`config.mk`:
```
export PLATFORM = sky130hd
export DESIGN_NAME = match_ctrl
export DESIGN_NICKNAME = d
export VERILOG_FILES = /design/src/rtl/pong_pkg.sv /design/src/rtl/ball_miss_detect.sv /design/src/rtl/match_ctrl.sv
export SDC_FILE = /design/constraint.sdc
export NUM_CORES = 1
export LEC_CHECK = 0
export ABC_AREA = 1
export BUFFER_PORTS_ARGS = -buffer_cell sky130_fd_sc_hd__buf_4
export CORE_MARGIN = 2
export CORE_UTILIZATION = 58
export CTS_BUF_LIST = sky130_fd_sc_hd__clkbuf_16
export CTS_CLUSTER_SIZE = 10
export DETAILED_ROUTE_END_ITERATION = 16
export GPL_ROUTABILITY_DRIVEN = 0
export PLACE_DENSITY = 0.88
export SETUP_SLACK_MARGIN = 0.05
export SYNTH_ARGS = -nofsm -noshare
export SYNTH_HDL_FRONTEND = slang
export SYNTH_SLANG_ARGS = --single-unit
```
`constraint.sdc`:
```
create_clock -name clk -period 3.5 [get_ports clk]
set_clock_uncertainty 0.15 [all_clocks]
set_input_delay 0.525 -clock clk [delete_from_list [all_inputs] [get_ports clk]]
set_output_delay 0.525 -clock clk [all_outputs]
set_load 0.02 [all_outputs]
```
`src/rtl/pong_pkg.sv`:
```
// Shared Pong constants: match state encoding, screen geometry and miss bounds.
// Imported by the match sequencer and its ball miss detector.
package pong_pkg;

  typedef enum logic [1:0] {
    S_IDLE  = 2'd0,
    S_SERVE = 2'd1,
    S_PLAY  = 2'd2,
    S_OVER  = 2'd3
  } state_t;

  localparam int SCREEN_WIDTH  = 640;
  localparam int SCREEN_HEIGHT = 480;
  localparam int BALL_SIZE     = 8;
  localparam int TOP_MARGIN    = 32;

  // Distance from each side wall that counts as a miss.
  localparam logic [9:0] MISS_MARGIN = 10'd8;
  // Positions at or above this are a ball that wrapped below zero.
  localparam logic [9:0] WRAP_BOUND  = 10'd1016;

  // Score increment that sticks at 15.
  function automatic logic [3:0] sat_inc(input logic [3:0] s,
                                         input logic inc);
    if (inc && s != 4'd15) sat_inc = s + 4'd1;
    else                   sat_inc = s;
  endfunction

endpackage

```
`src/rtl/ball_miss_detect.sv`:
```
// Classifies one ball's x position as a left miss, a right miss or in play.
// Purely combinational; a disabled ball never reports a miss.
module ball_miss_detect #(
  parameter int SCREEN_W = 640,
  parameter int BALL_W   = 8
) (
  input  logic [9:0] ball_x,
  input  logic       enable,
  output logic       miss_left,
  output logic       miss_right
);
  import pong_pkg::*;

  localparam logic [10:0] RIGHT_EDGE =
    11'(SCREEN_W) - {1'b0, MISS_MARGIN};

  logic [10:0] far_x;
  logic        at_left;

  assign far_x   = {1'b0, ball_x} + 11'(BALL_W);
  assign at_left = (ball_x < MISS_MARGIN) || (ball_x >= WRAP_BOUND);

  assign miss_left  = enable && at_left;
  assign miss_right = enable && !at_left && (far_x > RIGHT_EDGE);

endmodule

```
`src/rtl/match_ctrl.sv`:
```
// Pong match sequencer: IDLE/SERVE/PLAY/OVER flow, scoring and winner.
// Gates the frame strobe into the ball block and pulses ball re-centre.
module match_ctrl #(
  parameter int WIN_SCORE    = 5,
  parameter int SERVE_DELAY  = 60,
  parameter int SCREEN_WIDTH = 640,
  parameter int BALL_SIZE    = 8
) (
  input  logic       clk,
  input  logic       reset,
  input  logic       refresh_tick,
  input  logic       start_btn,
  input  logic       pause_btn,
  input  logic [1:0] game_mode_sel,
  input  logic [9:0] ball_x_0,
  input  logic [9:0] ball_x_1,
  output logic [1:0] main_state,
  output logic [1:0] game_mode,
  output logic       paused,
  output logic       run_tick,
  output logic       ball_reset,
  output logic [3:0] score1,
  output logic [3:0] score2,
  output logic [1:0] winner
);
  import pong_pkg::*;

  localparam logic [7:0] LAST_CNT = 8'(SERVE_DELAY - 1);
  localparam logic [3:0] WIN      = 4'(WIN_SCORE);

  state_t     state, state_n;
  logic [7:0] cnt, cnt_n;
  logic [1:0] mode_n;
  logic       paused_n;
  logic       br_n;
  logic [3:0] s1_n, s2_n;
  logic [1:0] win_n;

  logic       ml0, mr0, ml1, mr1;
  logic       hit_l, hit_r;
  logic [3:0] s1_up, s2_up;
  logic       reach1, reach2;

  ball_miss_detect #(
    .SCREEN_W (SCREEN_WIDTH),
    .BALL_W   (BALL_SIZE)
  ) u_miss0 (
    .ball_x     (ball_x_0),
    .enable     (1'b1),
    .miss_left  (ml0),
    .miss_right (mr0)
  );

  ball_miss_detect #(
    .SCREEN_W (SCREEN_WIDTH),
    .BALL_W   (BALL_SIZE)
  ) u_miss1 (
    .ball_x     (ball_x_1),
    .enable     (game_mode == 2'd1),
    .miss_left  (ml1),
    .miss_right (mr1)
  );

  assign hit_l  = ml0 | ml1;
  assign hit_r  = mr0 | mr1;
  assign s1_up  = sat_inc(score1, hit_r);
  assign s2_up  = sat_inc(score2, hit_l);
  assign reach1 = s1_up >= WIN;
  assign reach2 = s2_up >= WIN;

  assign main_state = state;
  assign run_tick   = refresh_tick && (state == S_PLAY) && !paused;

  // Match state and all registered outputs.
  always_ff @(posedge clk or posedge reset) begin
    if (reset) begin
      state      <= S_IDLE;
      cnt        <= 8'd0;
      game_mode  <= 2'd0;
      paused     <= 1'b0;
      ball_reset <= 1'b0;
      score1     <= 4'd0;
      score2     <= 4'd0;
      winner     <= 2'd0;
    end else begin
      state      <= state_n;
      cnt        <= cnt_n;
      game_mode  <= mode_n;
      paused     <= paused_n;
      ball_reset <= br_n;
      score1     <= s1_n;
      score2     <= s2_n;
      winner     <= win_n;
    end
  end

  // Next-state, serve count, scoring and winner decisions.
  always_comb begin
    state_n  = state;
    cnt_n    = cnt;
    mode_n   = game_mode;
    paused_n = paused;
    br_n     = 1'b0;
    s1_n     = score1;
    s2_n     = score2;
    win_n    = winner;
    unique case (state)
      S_IDLE: begin
        if (start_btn) begin
          mode_n  = {1'b0, game_mode_sel == 2'd1};
          s1_n    = 4'd0;
          s2_n    = 4'd0;
          win_n   = 2'd0;
          cnt_n   = 8'd0;
          state_n = S_SERVE;
          br_n    = 1'b1;
        end
      end
      S_SERVE: begin
        if (refresh_tick) begin
          if (cnt == LAST_CNT) begin
            cnt_n   = 8'd0;
            state_n = S_PLAY;
          end else begin
            cnt_n = cnt + 8'd1;
          end
        end
      end
      S_PLAY: begin
        paused_n = paused ^ pause_btn;
        if (refresh_tick && !paused && (hit_l || hit_r)) begin
          s1_n     = s1_up;
          s2_n     = s2_up;
          paused_n = 1'b0;
          if (reach1 || reach2) begin
            win_n   = {reach2, reach1};
            state_n = S_OVER;
          end else begin
            state_n = S_SERVE;
            br_n    = 1'b1;
          end
        end
      end
      S_OVER: begin
        if (start_btn) state_n = S_IDLE;
      end
      default: state_n = S_IDLE;
    endcase
  end

endmodule

```
# Yosys cells after proc, flatten, opt, wreduce, memory -nomap -nowiden
# Index checks and enable logic that the tools add are counted.
# W data, S select, Z words.
dict set report word_totals {
  ff_bits 23
  inputBits 27
  elab_cells 88
}
dict set report classes {
  n_addsub 5
  magnitude_cmp 8
  n_eq_ne 13
  mux 26
  n_bitwise 3
  n_reduce_logical 25
}
# cell n
set ops {}
lappend ops {{$mux W8} 3}
lappend ops {{$add A10 B4 Y11 const B} 2}
lappend ops {{$gt A11 B10 Y1 const B} 2}
lappend ops {{$ge A10 B10 Y1 const B} 2}
lappend ops {{$lt A10 B4 Y1 const B} 2}
lappend ops {{$mux W4} 5}
lappend ops {{$mux W2} 8}
lappend ops {{$pmux W4 S2} 2}
lappend ops {{$pmux W8 S2} 1}
lappend ops {{$logic_and A1 B1 Y1} 10}
lappend ops {{$add A4 B1 Y4 const B} 2}
lappend ops {{$add A8 B1 Y8 const B} 1}
lappend ops {{$eq A8 B6 Y1 const B} 1}
lappend ops {{$ge A4 B3 Y1 const B} 2}
lappend ops {{$ne A2 B2 Y1 const B} 4}
lappend ops {{$ne A4 B4 Y1 const B} 2}
lappend ops {{$pmux W2 S4} 1}
lappend ops {{$reduce_and A3 Y1} 2}
lappend ops {{$reduce_and A5 Y1} 1}
lappend ops {{$eq A2 B1 Y1 const B} 2}
lappend ops {{$eq A2 B2 Y1 const B} 2}
lappend ops {{$logic_or A1 B1 Y1} 4}
lappend ops {{$mux W1} 4}
lappend ops {{$ne A2 B1 Y1 const B} 2}
lappend ops {{other kinds (9)} 13}

# Logic depth before layout (Yosys ltp)
dict set report depth {
  ltp_word 13
  mapped_depth 18
  mapped_depth_nobuf 18
}

# Cells and area by module
# Synthesis repeated with hierarchy kept, for this count alone.
dict set report unflattened {
  hier_cells 244
  area_unflattened_um2 1670.4
}
# module instances cells_each area_per_inst_um2
set by_module_without_submodules {}
lappend by_module_without_submodules {match_ctrl 1 186 1407.6}
lappend by_module_without_submodules {ball_miss_detect 2 29 131.4}

# Worst setup path before layout
# Ideal clock, no wire load.
dict set report synth_path {
  path_type {register -> register}
  from {reg state[1], in the netlist main_state[1]}
  to {reg state[0], in the netlist main_state[0]}
  setup_ps 118
  t_arrival_ps 2136
  path_slack_ps 1096
  stages_incl_launch_ff 9
  path_buffers 1
  period_less_slack_ps 2404
  cell_sequence {dfrtp_1 inv_1 nor4_1 nand2_2 buf_6 o211ai_4 nand2_1 o21ai_1 inv_1}
}
dict set report synth_via {
  elab_chain_len 3
}
# item line_no
set synth_lines {}
lappend synth_lines {{start, declared} match_ctrl.sv:31} ;# state_t state, state_n;
lappend synth_lines {{start signal, assigned} match_ctrl.sv:86} ;# state <= state_n;
lappend synth_lines {{$eq A2 B1 Y1 (tied with other cells)} match_ctrl.sv:107} ;# unique case (state)
lappend synth_lines {{$ne A2 B2 Y1 (no source line) / $ne A2 B1 Y1 (equally long branches)} n/a}
lappend synth_lines {{$reduce_and A5 Y1 (no source line)} n/a}
# Parallel ways exist; a longest one is shown, timed or not.
# A chain may end at the register's enable or synchronous reset.

# Worst setup path after layout
dict set report layout_path {
  from {in ball_x_1[3]}
  to {reg winner[1]}
}
dict set report layout_via {
  elab_chain_len 12
}
# item line_no
set layout_lines {}
lappend layout_lines {{start, declared} match_ctrl.sv:16} ;# input logic [9:0] ball_x_1,
lappend layout_lines {{parallel branches: the longest is 12 deep, another holds $add A10 B4 Y11} n/a}
lappend layout_lines {{end signal, assigned} match_ctrl.sv:93} ;# winner <= win_n;
lappend layout_lines {{end, declared} match_ctrl.sv:24} ;# output logic [1:0] winner
# Several ways; the timed one is not identified. The select of a mux whose other input is x is not followed.

==> results.sh <==
export IMPL_period_share_pct=66.6
export IMPL_clkTransAtPathRegs_ps=60
export IMPL_vias_per_cell=5.17
export IMPL_start_util_pct=61.1
export IMPL_grt_ovfl_total=0
export IMPL_grt_pass1_wl_um=7070
export IMPL_htreeDepth=1
export IMPL_tritoncts="built"
export IMPL_num_io_pins=44
export IMPL_relSlewSlack_pct=43.7
export IMPL_multi_input_area_um2=1100
export IMPL_final_cell_mix="nand2_1 (70), inv_1 (42), buf_4 (42)"
export IMPL_cp_common_cell="nand2_1"
export IMPL_final_seq_area_um2=576
export IMPL_final_nets=354
export IMPL_crit_chain="buf_4, ha_1, nand2_2, nand2_1, nor2_1, nand2_1, nor2_1, o21ai_2, nand2_2, inv_2, nand3_2, nand2_2, inv_2, nor2_4, inv_2, nand2_1, nand2_1, nand2_1"
export IMPL_antenna_cells=0
export IMPL_clk_path_buf_depth=2
export IMPL_layout_drive_gt1_share_pct=23.2
export IMPL_placed_cell_area_um2=2220
export IMPL_cts_sinks=23
export IMPL_grtUsageMet2_pct=45.2
export IMPL_yosysSeqAreaShare_pct=30.6
export IMPL_placed_cells=359
export IMPL_nFillCells=243
export IMPL_grt_start_max_net_pins=24
export IMPL_synth_avg_cell_area_um2=6.81
export IMPL_design_area_um2=2300
export IMPL_grt_use_met1_pct=30.5
export IMPL_final_hold_viol_count=0
export IMPL_wl_per_cell_um=11.7
export IMPL_syn_inst=276
export IMPL_use_met3_pct=4.69
export IMPL_timing_critical_path_required_ps=3500
export IMPL_cp_slowest_cell="ha_1"
export IMPL_area_delta_synth_final_pct=22.6
export IMPL_dieHeight_um=60.9
export IMPL_postCtsHoldBufs=0
export IMPL_worstSkewPairLatency_ps=260
export IMPL_ys_warn_count=0
export IMPL_grt_busiest_layer="met2"
export IMPL_grt_pass1_vias=1689
export IMPL_status="finished clean"
export IMPL_root_buffer="clkbuf_16"
export IMPL_critPathArrivalTime_ps=2330
export IMPL_synth_area_um2=1880
export IMPL_cts_resized_gates=0
export IMPL_numPortBuffers=42
export IMPL_syn_num_nets=310
export IMPL_pwr_density_cell_nw_per_um2=526
export IMPL_fin_cells=363
export IMPL_drt_iter0_markers=109
export IMPL_core_area_um2=3080
export IMPL_ir_drop_mv=0.469
export IMPL_cp_max_fo=11
export IMPL_drc=0
export IMPL_row_count=20
export IMPL_antenna_found_initial=0
export IMPL_grt_usage_pct=25.6
export IMPL_dieArea_um2=3710
export IMPL_finalWorstSetupSlack_ps=1170
export IMPL_cts_made_buffers=3
export IMPL_ant_nets=0
export IMPL_die_width_um=60.9
export IMPL_drt_pass1_iter_count=4
export IMPL_critical_path_startpoint_type="input port"
export IMPL_min_path_type="in2async"
export IMPL_period_minus_slack_ps=2330
export IMPL_pre_cts_ws_ps=923
export IMPL_ys_ff_latch=23
export IMPL_finalMaxSlewViolations=0
export IMPL_hpwl_um=3500
export IMPL_critical_path_class="in2reg"
export IMPL_layout_commonest_cell="nand2_1"
export IMPL_vias=1876
export IMPL_postCtsSetupBuffers=0
export IMPL_ys_types=37
export IMPL_rsz0062_at_grt="false"
export IMPL_critical_path_max_stage_delay_ps=230
export IMPL_max_cap_viol_count=0
export IMPL_finalSetupViolations=0
export IMPL_tightest_slew_ps=844
export IMPL_fmax_mhz=429
export IMPL_p_leak_uw=0.00127
export IMPL_routed_wl_um=4260
export IMPL_tns_ps=0
export IMPL_cp_end_kind="flip-flop"
## stage by stage
stage,total power (µW),hold slack [ps],util (%)
floorplan,776,320,-
global placement,944,315,72.2
detailed placement,963,323,72.2
CTS,1210,317,74.8
global route,1290,349,74.8
finish,1210,294,74.8
## metal layers
layer	part of all wire [%]	vias up
li1	-	972
met5	0	-
met1	40	835
met4	2.1	0
met3	5.1	11
met2	52	58
## area by class of cell
type                    instances  share of cell area (%)
clock inverters                 1                   0.217
multi-input cells             204                    48.0
well taps                      44                    2.39
clock buffers                   3                    3.26
repair buffers                 42                    13.7
flip-flops and latches         23                    25.0
inverters                      46                    7.50
## synth_stat cells, drive strengths merged
master	number	area share [%]
xnor2	2	0.93
nor4	1	0.33
buf	3	1.4
inv	46	9.2
nor3	4	1.3
a21o	1	0.40
ha	7	4.7
nand4	5	1.7
a31oi	1	0.33
a21oi	1	0.27
nor2	43	10
a32o	1	0.53
and3	1	0.33
nor3b	2	0.80
o22ai	7	2.3
xor2	4	1.9
conb	1	0.20
a211oi	1	0.40
o41ai	1	0.47
or2	1	0.33
o211ai	2	1.8
nand3b	3	1.2
dfrtp	23	31
nand2	77	16
a21boi	1	0.60
o21ai	9	2.6
nand3	28	8.8
## logic make-up (layout without fill, tap and decap cells)
family / Yosys count / count (layout) / share of synthesized area [%]
flip-flops: 23 / 23 / 30.6
AND/OR/NAND/NOR: 165 / 165 / 41.4
AO/OA/AOI/OAI: 25 / 25 / 9.72
XOR/XNOR: 6 / 6 / 2.80
buffers and inverters: 49 / 92 / 10.6
other: 1 / 1 / 0.200
adder cells (fa/ha/maj): 7 / 7 / 4.66
## registers in the layout, summed over array words and instances (netlist names)
signal and flops:
ball_reset 1, game_mode 1, score1 4, paused 1, main_state 2, score2 4
winner 2, cnt 8
## final timing paths
check / startpoint / to / cells after the start / slack (ps)
max in group asynchronous: reset / score2[0] / 2 / 2380
min in group clk: winner[0] / winner[0] / 2 / 330
setup reg to reg: main_state[1] / winner[1] / 9 / 1280
hold reg to reg: winner[0] / winner[0] / 2 / 330
setup / recovery: ball_x_1[3] / winner[1] / 18 / 1170
hold / removal: reset / cnt[4] / 2 / 290
## worst max-delay path: cells and delay by family
family	cells	cell delay, ps
AO/OA/AOI/OAI	1	80
buffers and inverters	4	470
adder cells (fa/ha/maj)	1	230
AND/OR/NAND/NOR	12	1020
## report_power, final
part / internal (µW) / leakage, µW / switching (µW)
combinational: 217 / 0.000918 / 344
sequential: 330 / 0.000309 / 74.5
clock: 154 / 0.0000409 / 91.3
total: 701 / 0.00127 / 510
No activity file was read; power rests on OpenSTA's default activity.
